--- config.mk ---
export PLATFORM = sky130hd
export DESIGN_NAME = imem_fetch_ctrl
export DESIGN_NICKNAME = d
export VERILOG_FILES = /design/src/rtl/imem_fetch_ctrl_pkg.sv /design/src/rtl/imem_fetch_ctrl_fetch_fifo.sv /design/src/rtl/imem_fetch_ctrl.sv
export SDC_FILE = /design/constraint.sdc
export NUM_CORES = 1
export LEC_CHECK = 0
export CAP_MARGIN = 20
export CORE_MARGIN = 3
export CORE_UTILIZATION = 40
export CTS_CLUSTER_SIZE = 20
export DETAILED_ROUTE_END_ITERATION = 10
export GPL_TIMING_DRIVEN = 0
export PLACE_DENSITY = 0.66
export REMOVE_ABC_BUFFERS = 1
export SYNTH_ARGS = -nofsm -noshare
export SYNTH_HDL_FRONTEND = slang
export SYNTH_HIERARCHICAL = 1
export SYNTH_SLANG_ARGS = --single-unit
--- constraint.sdc ---
create_clock -name clk -period 8.19 [get_ports clk]
set_input_delay 2.0475 -clock clk [delete_from_list [all_inputs] [get_ports clk]]
set_output_delay 2.0475 -clock clk [all_outputs]
set_load 0.005 [all_outputs]
--- src/rtl/imem_fetch_ctrl_pkg.sv ---
// Shared types for the instruction fetch sequencer: FSM state encoding and
// fetch-buffer entry layout.
package imem_fetch_ctrl_pkg;

  localparam int unsigned INSTR_W = 32;
  localparam int unsigned PC_W    = 32;

  typedef enum logic [1:0] {
    BOOT  = 2'd0,
    FETCH = 2'd1,
    HALT  = 2'd2
  } fetch_state_e;

  typedef struct packed {
    logic [PC_W-1:0]    pc;
    logic [INSTR_W-1:0] instr;
  } fetch_entry_t;

endpackage

--- src/rtl/imem_fetch_ctrl_fetch_fifo.sv ---
// Fetch buffer: synchronous FIFO with flush, count output, push-while-full
// when popping, and a registered head that holds its value when empty.
module imem_fetch_ctrl_fetch_fifo
  import imem_fetch_ctrl_pkg::*;
#(
  parameter int unsigned DEPTH = 2,
  localparam int unsigned CNT_W = $clog2(DEPTH) + 1
) (
  input  logic             clk,
  input  logic             rst,
  input  logic             flush,
  input  logic             push,
  input  fetch_entry_t     push_data,
  input  logic             pop,
  output fetch_entry_t     head,
  output logic             head_valid,
  output logic [CNT_W-1:0] count
);

  localparam int unsigned PTR_W = $clog2(DEPTH);

  fetch_entry_t     mem_q [DEPTH];
  fetch_entry_t     head_q;
  logic             valid_q;
  logic [PTR_W-1:0] rd_ptr_q;
  logic [PTR_W-1:0] wr_ptr_q;
  logic [PTR_W-1:0] rd_ptr_nxt;
  logic [CNT_W-1:0] count_q;
  logic [CNT_W-1:0] count_nxt;
  logic             do_pop;
  logic             do_push;
  logic             bypass;

  always_comb begin
    do_pop     = pop && (count_q != '0);
    do_push    = push && ((count_q != CNT_W'(DEPTH)) || do_pop);
    rd_ptr_nxt = rd_ptr_q + PTR_W'(do_pop);
    count_nxt  = count_q + CNT_W'(do_push) - CNT_W'(do_pop);
    // Buffer would be empty without this push: the new entry becomes the head.
    bypass     = do_push && (count_q == CNT_W'(do_pop));
  end

  // Storage array; entries are qualified by count, so no reset needed.
  always_ff @(posedge clk) begin
    if (do_push && !flush) begin
      mem_q[wr_ptr_q] <= push_data;
    end
  end

  always_ff @(posedge clk or posedge rst) begin
    if (rst) begin
      rd_ptr_q <= '0;
      wr_ptr_q <= '0;
      count_q  <= '0;
      valid_q  <= 1'b0;
      head_q   <= '0;
    end else if (flush) begin
      rd_ptr_q <= '0;
      wr_ptr_q <= '0;
      count_q  <= '0;
      valid_q  <= 1'b0;
    end else begin
      if (do_push) begin
        wr_ptr_q <= wr_ptr_q + PTR_W'(1);
      end
      rd_ptr_q <= rd_ptr_nxt;
      count_q  <= count_nxt;
      valid_q  <= (count_nxt != '0);
      if (bypass) begin
        head_q <= push_data;
      end else if (count_nxt != '0) begin
        head_q <= mem_q[rd_ptr_nxt];
      end
    end
  end

  assign head       = head_q;
  assign head_valid = valid_q;
  assign count      = count_q;

endmodule

--- src/rtl/imem_fetch_ctrl.sv ---
// Instruction fetch sequencer: owns the PC, fetches into a small buffer and
// hands words to decode. IMEM_FETCH_PERF_EN adds fetch/stall counters.
module imem_fetch_ctrl
  import imem_fetch_ctrl_pkg::*;
#(
  parameter int unsigned ADDR_W    = 32,
  parameter int unsigned MEM_DEPTH = 32,
  parameter int unsigned RESET_PC  = 0,
  parameter int unsigned BUF_DEPTH = 2
) (
  input  logic               clk,
  input  logic               rst,
  output logic [ADDR_W-1:0]  imem_addr,
  input  logic [INSTR_W-1:0] imem_rdata,
  output logic [INSTR_W-1:0] out_instr,
  output logic [ADDR_W-1:0]  out_pc,
  output logic               out_valid,
  input  logic               out_ready,
  input  logic               redirect_valid,
  input  logic [ADDR_W-1:0]  redirect_target,
  input  logic               halt,
  output logic               addr_err
`ifdef IMEM_FETCH_PERF_EN
  ,
  output logic [31:0]        fetch_cnt,
  output logic [31:0]        stall_cnt
`endif
);

  localparam int unsigned CNT_W = $clog2(BUF_DEPTH) + 1;

  fetch_state_e     state_q;
  logic [ADDR_W-1:0] pc_q;
  logic [ADDR_W-1:0] pc_inc;
  logic              addr_err_q;
  logic              pop;
  logic              push_ok;
  logic              push;
  logic              target_ok;
  logic [CNT_W-1:0]  buf_count;
  fetch_entry_t      push_entry;
  fetch_entry_t      head_entry;

  always_comb begin
    pop              = out_valid && out_ready;
    push_ok          = (buf_count < CNT_W'(BUF_DEPTH)) || pop;
    push             = (state_q == FETCH) && !redirect_valid && push_ok;
    pc_inc           = (pc_q == ADDR_W'(MEM_DEPTH - 1)) ? '0 : pc_q + ADDR_W'(1);
    target_ok        = (redirect_target < ADDR_W'(MEM_DEPTH));
    push_entry.pc    = PC_W'(pc_q);
    push_entry.instr = imem_rdata;
  end

  // Sequencer FSM plus PC; a redirect overrides any increment in its cycle.
  always_ff @(posedge clk or posedge rst) begin
    if (rst) begin
      state_q    <= BOOT;
      pc_q       <= ADDR_W'(RESET_PC);
      addr_err_q <= 1'b0;
    end else begin
      case (state_q)
        BOOT:    state_q <= halt ? HALT : FETCH;
        FETCH:   if (halt) state_q <= HALT;
        HALT:    if (!halt) state_q <= FETCH;
        default: state_q <= BOOT;
      endcase
      if (redirect_valid) begin
        if (target_ok) begin
          pc_q <= redirect_target;
        end else begin
          pc_q       <= ADDR_W'(RESET_PC);
          addr_err_q <= 1'b1;
        end
      end else if (push) begin
        pc_q <= pc_inc;
      end
    end
  end

  imem_fetch_ctrl_fetch_fifo #(
    .DEPTH (BUF_DEPTH)
  ) u_fetch_fifo (
    .clk        (clk),
    .rst        (rst),
    .flush      (redirect_valid),
    .push       (push),
    .push_data  (push_entry),
    .pop        (pop),
    .head       (head_entry),
    .head_valid (out_valid),
    .count      (buf_count)
  );

  assign imem_addr = pc_q;
  assign out_instr = head_entry.instr;
  assign out_pc    = ADDR_W'(head_entry.pc);
  assign addr_err  = addr_err_q;

`ifdef IMEM_FETCH_PERF_EN
  logic [31:0] fetch_cnt_q;
  logic [31:0] stall_cnt_q;

  // Stall counts only cycles where a full buffer, not a redirect, blocked the push.
  always_ff @(posedge clk or posedge rst) begin
    if (rst) begin
      fetch_cnt_q <= '0;
      stall_cnt_q <= '0;
    end else begin
      if (push) begin
        fetch_cnt_q <= fetch_cnt_q + 32'd1;
      end
      if ((state_q == FETCH) && !redirect_valid && !push_ok) begin
        stall_cnt_q <= stall_cnt_q + 32'd1;
      end
    end
  end

  assign fetch_cnt = fetch_cnt_q;
  assign stall_cnt = stall_cnt_q;
`endif

endmodule

==> results of run 1 <==
-- cells in the mapped netlist (2+ instances only) --
cell type / count
edfxtp_1: 128
dfrtp_1: 104
nor2_1: 86
inv_1: 76
mux2i_1: 64
a221oi_2: 60
nand2_1: 18
nor4_1: 15
nand3_1: 14
a31oi_1: 13
nor3_1: 13
buf_2: 12
nand4_1: 11
xnor2_1: 10
xor2_1: 10
clkbuf_1: 8
buf_8: 6
o21ai_0: 6
or3_1: 6
or3b_1: 6
a21oi_1: 5
and3_1: 5
a21oi_2: 4
a221oi_1: 4
and4_1: 4
buf_4: 4
and2_1: 3
clkbuf_4: 3
ha_1: 3
o22ai_1: 3
a22oi_1: 2
buf_6: 2
nor3b_1: 2
nor4_2: 2
nor4_4: 2
o21a_1: 2
o21ai_1: 2
-- report_power, final --
group          leakage, nW  switching (W)  internal (W)
Sequential            2.49      0.0000786       0.00137
Combinational         2.74       0.000255      0.000413
Clock                0.412       0.000449      0.000696
-- layer usage --
metal	GRT usage, %	wire, µm	part of all wire [%]
met3	4.34	1500	6.4
met4	3.74	435	1.9
met1	23.2	10400	44
met2	28.8	11100	47
met5	0	0	0
-- cell type report --
type / instances / area [µm²]
clock inverter: 8 / 95.1
inverter: 77 / 292
sequential: 232 / 6450
tap: 324 / 405
fill: 2100 / 11300
clock buffer: 40 / 754
multi-input combinational: 394 / 3190
timing repair buffer: 200 / 2120
-- worst paths after layout --
path / cells after the start / from / slack [ps] / end
setup / recovery: 11 / redirect_valid / 2740 / u_fetch_fifo/head[3]
hold / removal: 1 / state_q[1] / 460 / state_q[0]
setup reg to reg: 11 / u_fetch_fifo/count[1] / 4580 / u_fetch_fifo/head[3]
hold reg to reg: 1 / state_q[1] / 460 / state_q[0]
max in group asynchronous: 3 / rst / 5590 / imem_addr[17]
min in group asynchronous: 2 / rst / 1870 / u_fetch_fifo/head_valid
-- critical path, cell delays in order --
cell	delay (ps)
clkdlybuf4s50_1	790
nor3_1	530
o31ai_1	270
ha_1	340
inv_1	40
ha_1	200
xor2_1	180
a2111oi_0	390
or3_4	520
buf_16	350
a221oi_2	120
-- per-stage QoR --
step,power [W],hold WS (ps),TNS [ps]
floorplan,0.00176,424,-105730
global placement,0.00213,439,-928610
detailed placement,0.00215,447,0
CTS,0.00330,464,0
global route,0.00342,490,0
finish,0.00326,463,0
-- cells by family (layout without fill, tap and decap cells) --
| group | Yosys count | count (layout) | share of synthesized area, % |
|---|---|---|---|
| DFF | 232 | 232 | 63.5 |
| and+or+nand+nor | 198 | 198 | 10.4 |
| buffers and inverters | 112 | 325 | 5.36 |
| AOI/OAI and AO/OA | 109 | 109 | 12.4 |
| muxes | 64 | 64 | 6.31 |
| xor gates and xnor gates | 20 | 20 | 1.73 |
| adders and majority gates | 3 | 3 | 0.370 |
-- registers in the layout, summed over array words and instances (netlist names) --
register,flops
u_fetch_fifo/mem_q,128
u_fetch_fifo/wr_ptr_q,1
u_fetch_fifo/rd_ptr_q,1
u_fetch_fifo/head_valid,1
u_fetch_fifo/count,2
imem_addr,32
state_q,2
addr_err,1
u_fetch_fifo/head,64
==> metrics.yaml, run 1 <==
placement.cell_area_um2: 12500
antenna_cells: 0
dr_total_vias: 6609
yosys_warnings: 6
outcome: "complete, no violations"
die_h_um: 165
worst-slew-pin-transition_ps: 1010
grt_pass1_vias: 6870
final_max_slew_viol_count: 0
yosys_register_bits: 232
instances_no_fill: 1275
cts_inserted_buffers: 26
area_fraction_of_the_dominant_cell_type_after_synthesis_pct: 37.9
clock_path_buffers: 3
routed_wl_um: 23500
syn_area_um2: 10200
postSynthCellCount: 738
global_route.usage.total_pct: 17.4
drt_drc_violations_left: 0
yosys.cell_types.count: 57
number_of_antenna_violations_at_the_first_check_in_global_routing: 0
synth_edf_count: 128
post_layout_instance_area_um2: 13300
cts.sinks: 232
die_width_um: 165
worstPathArrival_ps: 5840
cts_tree: "yes"
critical_path_peak_fanout: 42
setup-violations-final: 0
initial_utilization_pct: 41.3
drive_gt1_share_pct: 16.4
ys_dominant_reg_cell: "edfxtp_1"
synthToLayoutAreaGrowth_pct: 31.1
grt_pass1_wl_um: 37500
timing.setup.critical_path_class: "in2reg"
worst_skew_late_latency_ps: 520
power_per_cell_area_nw_per_um2: 245
crit_path_start_kind: "input port"
cts-resized-gates: 0
detailedRoute.firstIterationViolations: 377
max_freq_mhz: 183
critPathRequiredTime_ps: 8570
synth.area.top_cells: "edfxtp_1, dfrtp_1, a221oi_2"
design.core.area_um2: 24600
placementRows: 57
number_of_cells_in_the_design_after_placement: 1227
vias_per_cell: 5.18
skew_ps: 14.0
global_route.overflow_total: 0
synth_top_area_cell: "edfxtp_1"
highest_count_cells_in_the_layout_ignoring_fill_and_taps: "clkdlybuf4s50_1, edfxtp_1, dfrtp_1"
cap_viol_max_count: 0
synth_sequential_area_ratio_pct: 63.5
postCtsSetupRepairBufs: 0
leakage_nw: 5.65
place_congestion: 0.797
sum_of_net_half_perimeters_after_detailed_placement_um: 16100
final_antenna_net_count: 0
most_common_cell_after_layout_fill_and_taps_aside: "clkdlybuf4s50_1"
vdd_ir_drop_max_v: 0.000184
cts_hold_repair.buffers: 0
clkSlewWorstSetupHoldPaths_ps: 60
hold_path.class: "reg2reg"
finalWorstPathRequiredPeriod_ps: 5450
design.die.area_um2: 27300
floorplan.io_pins: 167
grt_start_max_net_pins: 50
post_synth.cell_area_avg_um2: 13.8
wl_per_cell_um: 18.4
dp_slack_ps: 2130
nets: 1003
final_hold_vios: 0
synthArstFlopShare_pct: 44.8
final_core_utilization_pct: 54.1
period_share_pct: 66.6
clock-root-buffer: "clkbuf_16"
numPortBuffers: 166
timing.max_slew.rel_slack_pct: 32.5
rsz0062_at_grt: "no"
fin_ws_ps: 2740
detailedRoute.firstPassIterationCount: 4
critical_path.endpoint_type: "register"
cts-htree-levels: 1
Power figures use the tool's default switching activity.
==> run 2: changes to the inputs <==
Clock period 8.19 ns to 5.5 ns, I/O delays scaled along.
==> results of run 2 <==
Same layout as run 1 (identical final DEF). Status: complete, no violations.
Among the figures that moved: setup slack after placement 2130 ps -> 117 ps; setup slack after layout 2740 ps -> 720 ps; register-to-register setup slack 4580 ps -> 1890 ps; total power 0.00326 W -> 0.00485 W; worst IR drop on VDD 0.000184 V -> 0.000274 V
==> run 3: changes to the inputs <==
Settings changed: CAP_MARGIN 20 to not set.
==> run 3 against run 2 <==
Combinational power hardly changed. Sequential share of layout area is 0.069 points higher. Clock power hardly changed. Critical path type unchanged. Utilization is 0.076 points lower. Fmax is 1.1% lower. Non-clock buffer count is 1 lower. Flip-flop and latch count stayed put. Routed wire length is 0.72% higher. Register-to-register slack worse by 50 ps. Global-route usage is 0.055 points higher.
==> metrics.yaml, run 3 (synthesis gave the netlist of run 1 again) <==
nets: 1003
cap_viol_max_count: 0
sum_of_net_half_perimeters_after_detailed_placement_um: 16000
grt_start_max_net_pins: 50
area.sequential_um2: 6450
place_congestion: 0.797
worst_skew_late_latency_ps: 530
placementRows: 57
switching_power_w: 0.00118
fillCellCount: 2088
design.core.area_um2: 24600
drt_drc_violations_left: 0
max_freq_mhz: 207
clock-root-buffer: "clkbuf_16"
flip_flop_count_of_the_largest_register_all_copies_and_words_added: 128
synthToLayoutAreaGrowth_pct: 30.9
power_per_cell_area_nw_per_um2: 365
holdWs_ps: 463
highest_count_cells_in_the_layout_ignoring_fill_and_taps: "clkdlybuf4s50_1, edfxtp_1, dfrtp_1"
vdd_ir_drop_max_v: 0.000248
power.share.clock_pct: 35.1
timing.hold.worst_endpoint: "addr_err"
floorplan.io_pins: 167
cts.sinks: 232
rrSetupSlack_ps: 1840
grt_pass1_wl_um: 37500
ff2ff_path_depth: 11
power.sequential.fraction_pct: 44.4
number_of_antenna_violations_at_the_first_check_in_global_routing: 0
outcome: "complete, no violations"
swShare_pct: 24.3
critPathRequiredTime_ps: 5890
reg2reg_start: "u_fetch_fifo/count[1]"
hold_path.class: "reg2reg"
timing.setup.critical_path_class: "in2reg"
vias_per_cell: 5.19
multi_input_comb_area_um2: 3190
leakage_nw: 5.65
clock_path_buffers: 3
worst_hold_startpoint: "addr_err"
cts_tree: "yes"
period_share_pct: 87.8
crit_path_start_kind: "input port"
critical_path.endpoint_type: "register"
cts_inserted_buffers: 27
cts-resized-gates: 0
detailedRoute.firstPassIterationCount: 4
postCtsSetupRepairBufs: 0
final_antenna_net_count: 0
design.die.area_um2: 27300
worstPathArrival_ps: 5220
power.internal_w: 0.00367
worstHoldPathCells: 1
skew_ps: 19.2
worst-slew-pin-transition_ps: 1000
timing.max_slew.rel_slack_pct: 32.7
global_route.overflow_total: 0
setup-violations-final: 0
critical_path_peak_fanout: 42
rsz0062_at_grt: "no"
die_width_um: 165
final_hold_vios: 0
worstReg2RegEnd: "u_fetch_fifo/head[16]"
registers.top_by_ff_count: "u_fetch_fifo/mem_q"
routed_wl_um: 23600
most_common_cell_after_layout_fill_and_taps_aside: "clkdlybuf4s50_1"
placement.cell_area_um2: 12400
wl_per_cell_um: 18.5
die_h_um: 165
drive_gt1_share_pct: 16.7
fin_tns_setup_ps: 0
numPortBuffers: 166
global_route.usage.total_pct: 17.4
cts_hold_repair.buffers: 0
antenna_cells: 0
detailedRoute.firstIterationViolations: 302
cts-htree-levels: 1
p_comb_share_pct: 20.5
dr_total_vias: 6627
initial_utilization_pct: 41.3
finalWorstPathRequiredPeriod_ps: 4830
grt_pass1_vias: 6944
final_max_slew_viol_count: 0
post_layout_instance_area_um2: 13300
clkSlewWorstSetupHoldPaths_ps: 60
run 3: changes by cell type in the layout (fill, tap and decap cells not counted):
| cell | previous run | this run |
|---|---|---|
| buf_16 | 3 | 2 |
| bufinv_16 | 2 | 1 |
| clkbuf_1 | 10 | 8 |
| clkbuf_8 | 3 | 5 |
| clkinv_1 | 1 | 2 |
| clkinv_2 | 3 | 4 |
| clkinvlp_4 | 1 | 0 |
| inv_1 | 75 | 74 |
| inv_2 | 1 | 2 |
| inv_6 | 0 | 2 |
run 3: area by class of cell:
class / instances / area share [%]
well taps: 324 / 3.05
inverters: 77 / 2.19
flip-flops and latches: 232 / 48.5
clock inverters: 10 / 0.631
multi-input cells: 394 / 24.0
clock buffers: 40 / 5.83
repair buffers: 199 / 15.8
run 3: routing by layer:
layer	track usage, %	vias up	part of all wire [%]	wire length [µm]
li1	-	3133	-	-
met1	23.0	3277	44	10300
met2	29.3	186	48	11400
met3	4.34	31	6.4	1510
met4	3.55	0	1.8	415
met5	0	-	0	0
run 3: per-stage QoR:
step                setup WS, ps  utilization, %  total power, W  cells
detailed placement           111            50.5         0.00319   1226
floorplan                  -4110               -         0.00263    703
CTS                          690            54.0         0.00491   1276
global route                 391            54.0         0.00509   1276
global placement           -9090            48.6         0.00318   1193
finish                       668            54.0         0.00485   1276
run 3: critical path: stages:
cell	delay [ps]
clkdlybuf4s50_1	800
nor3_1	550
o31ai_1	270
ha_1	340
inv_1	40
ha_1	200
xor2_1	180
a2111oi_0	400
or3_4	530
buf_16	350
a221oi_2	120
run 3: power by group through the flow:
stage               Clock (W)  Sequential [W]  Combinational (W)
global route          0.00183         0.00218            0.00108
finish                0.00170         0.00215           0.000995
floorplan                   0         0.00219           0.000435
detailed placement          0         0.00219            0.00100
global placement            0         0.00219           0.000984
CTS                   0.00175         0.00216            0.00101
run 3: how the worst max path moves through the flow:
stage                            end  cells after the start  slack [ps]      startpoint
4_1_cts        u_fetch_fifo/head[52]                     11         690  redirect_valid
3_3_place_gp   u_fetch_fifo/head[49]                     10       -9090  redirect_valid
6_report       u_fetch_fifo/head[16]                     11         670  redirect_valid
2_1_floorplan  u_fetch_fifo/head[49]                     10       -4110       out_ready
5_1_grt        u_fetch_fifo/head[49]                     11         390  redirect_valid
3_5_place_dp   u_fetch_fifo/head[52]                     11         110  redirect_valid
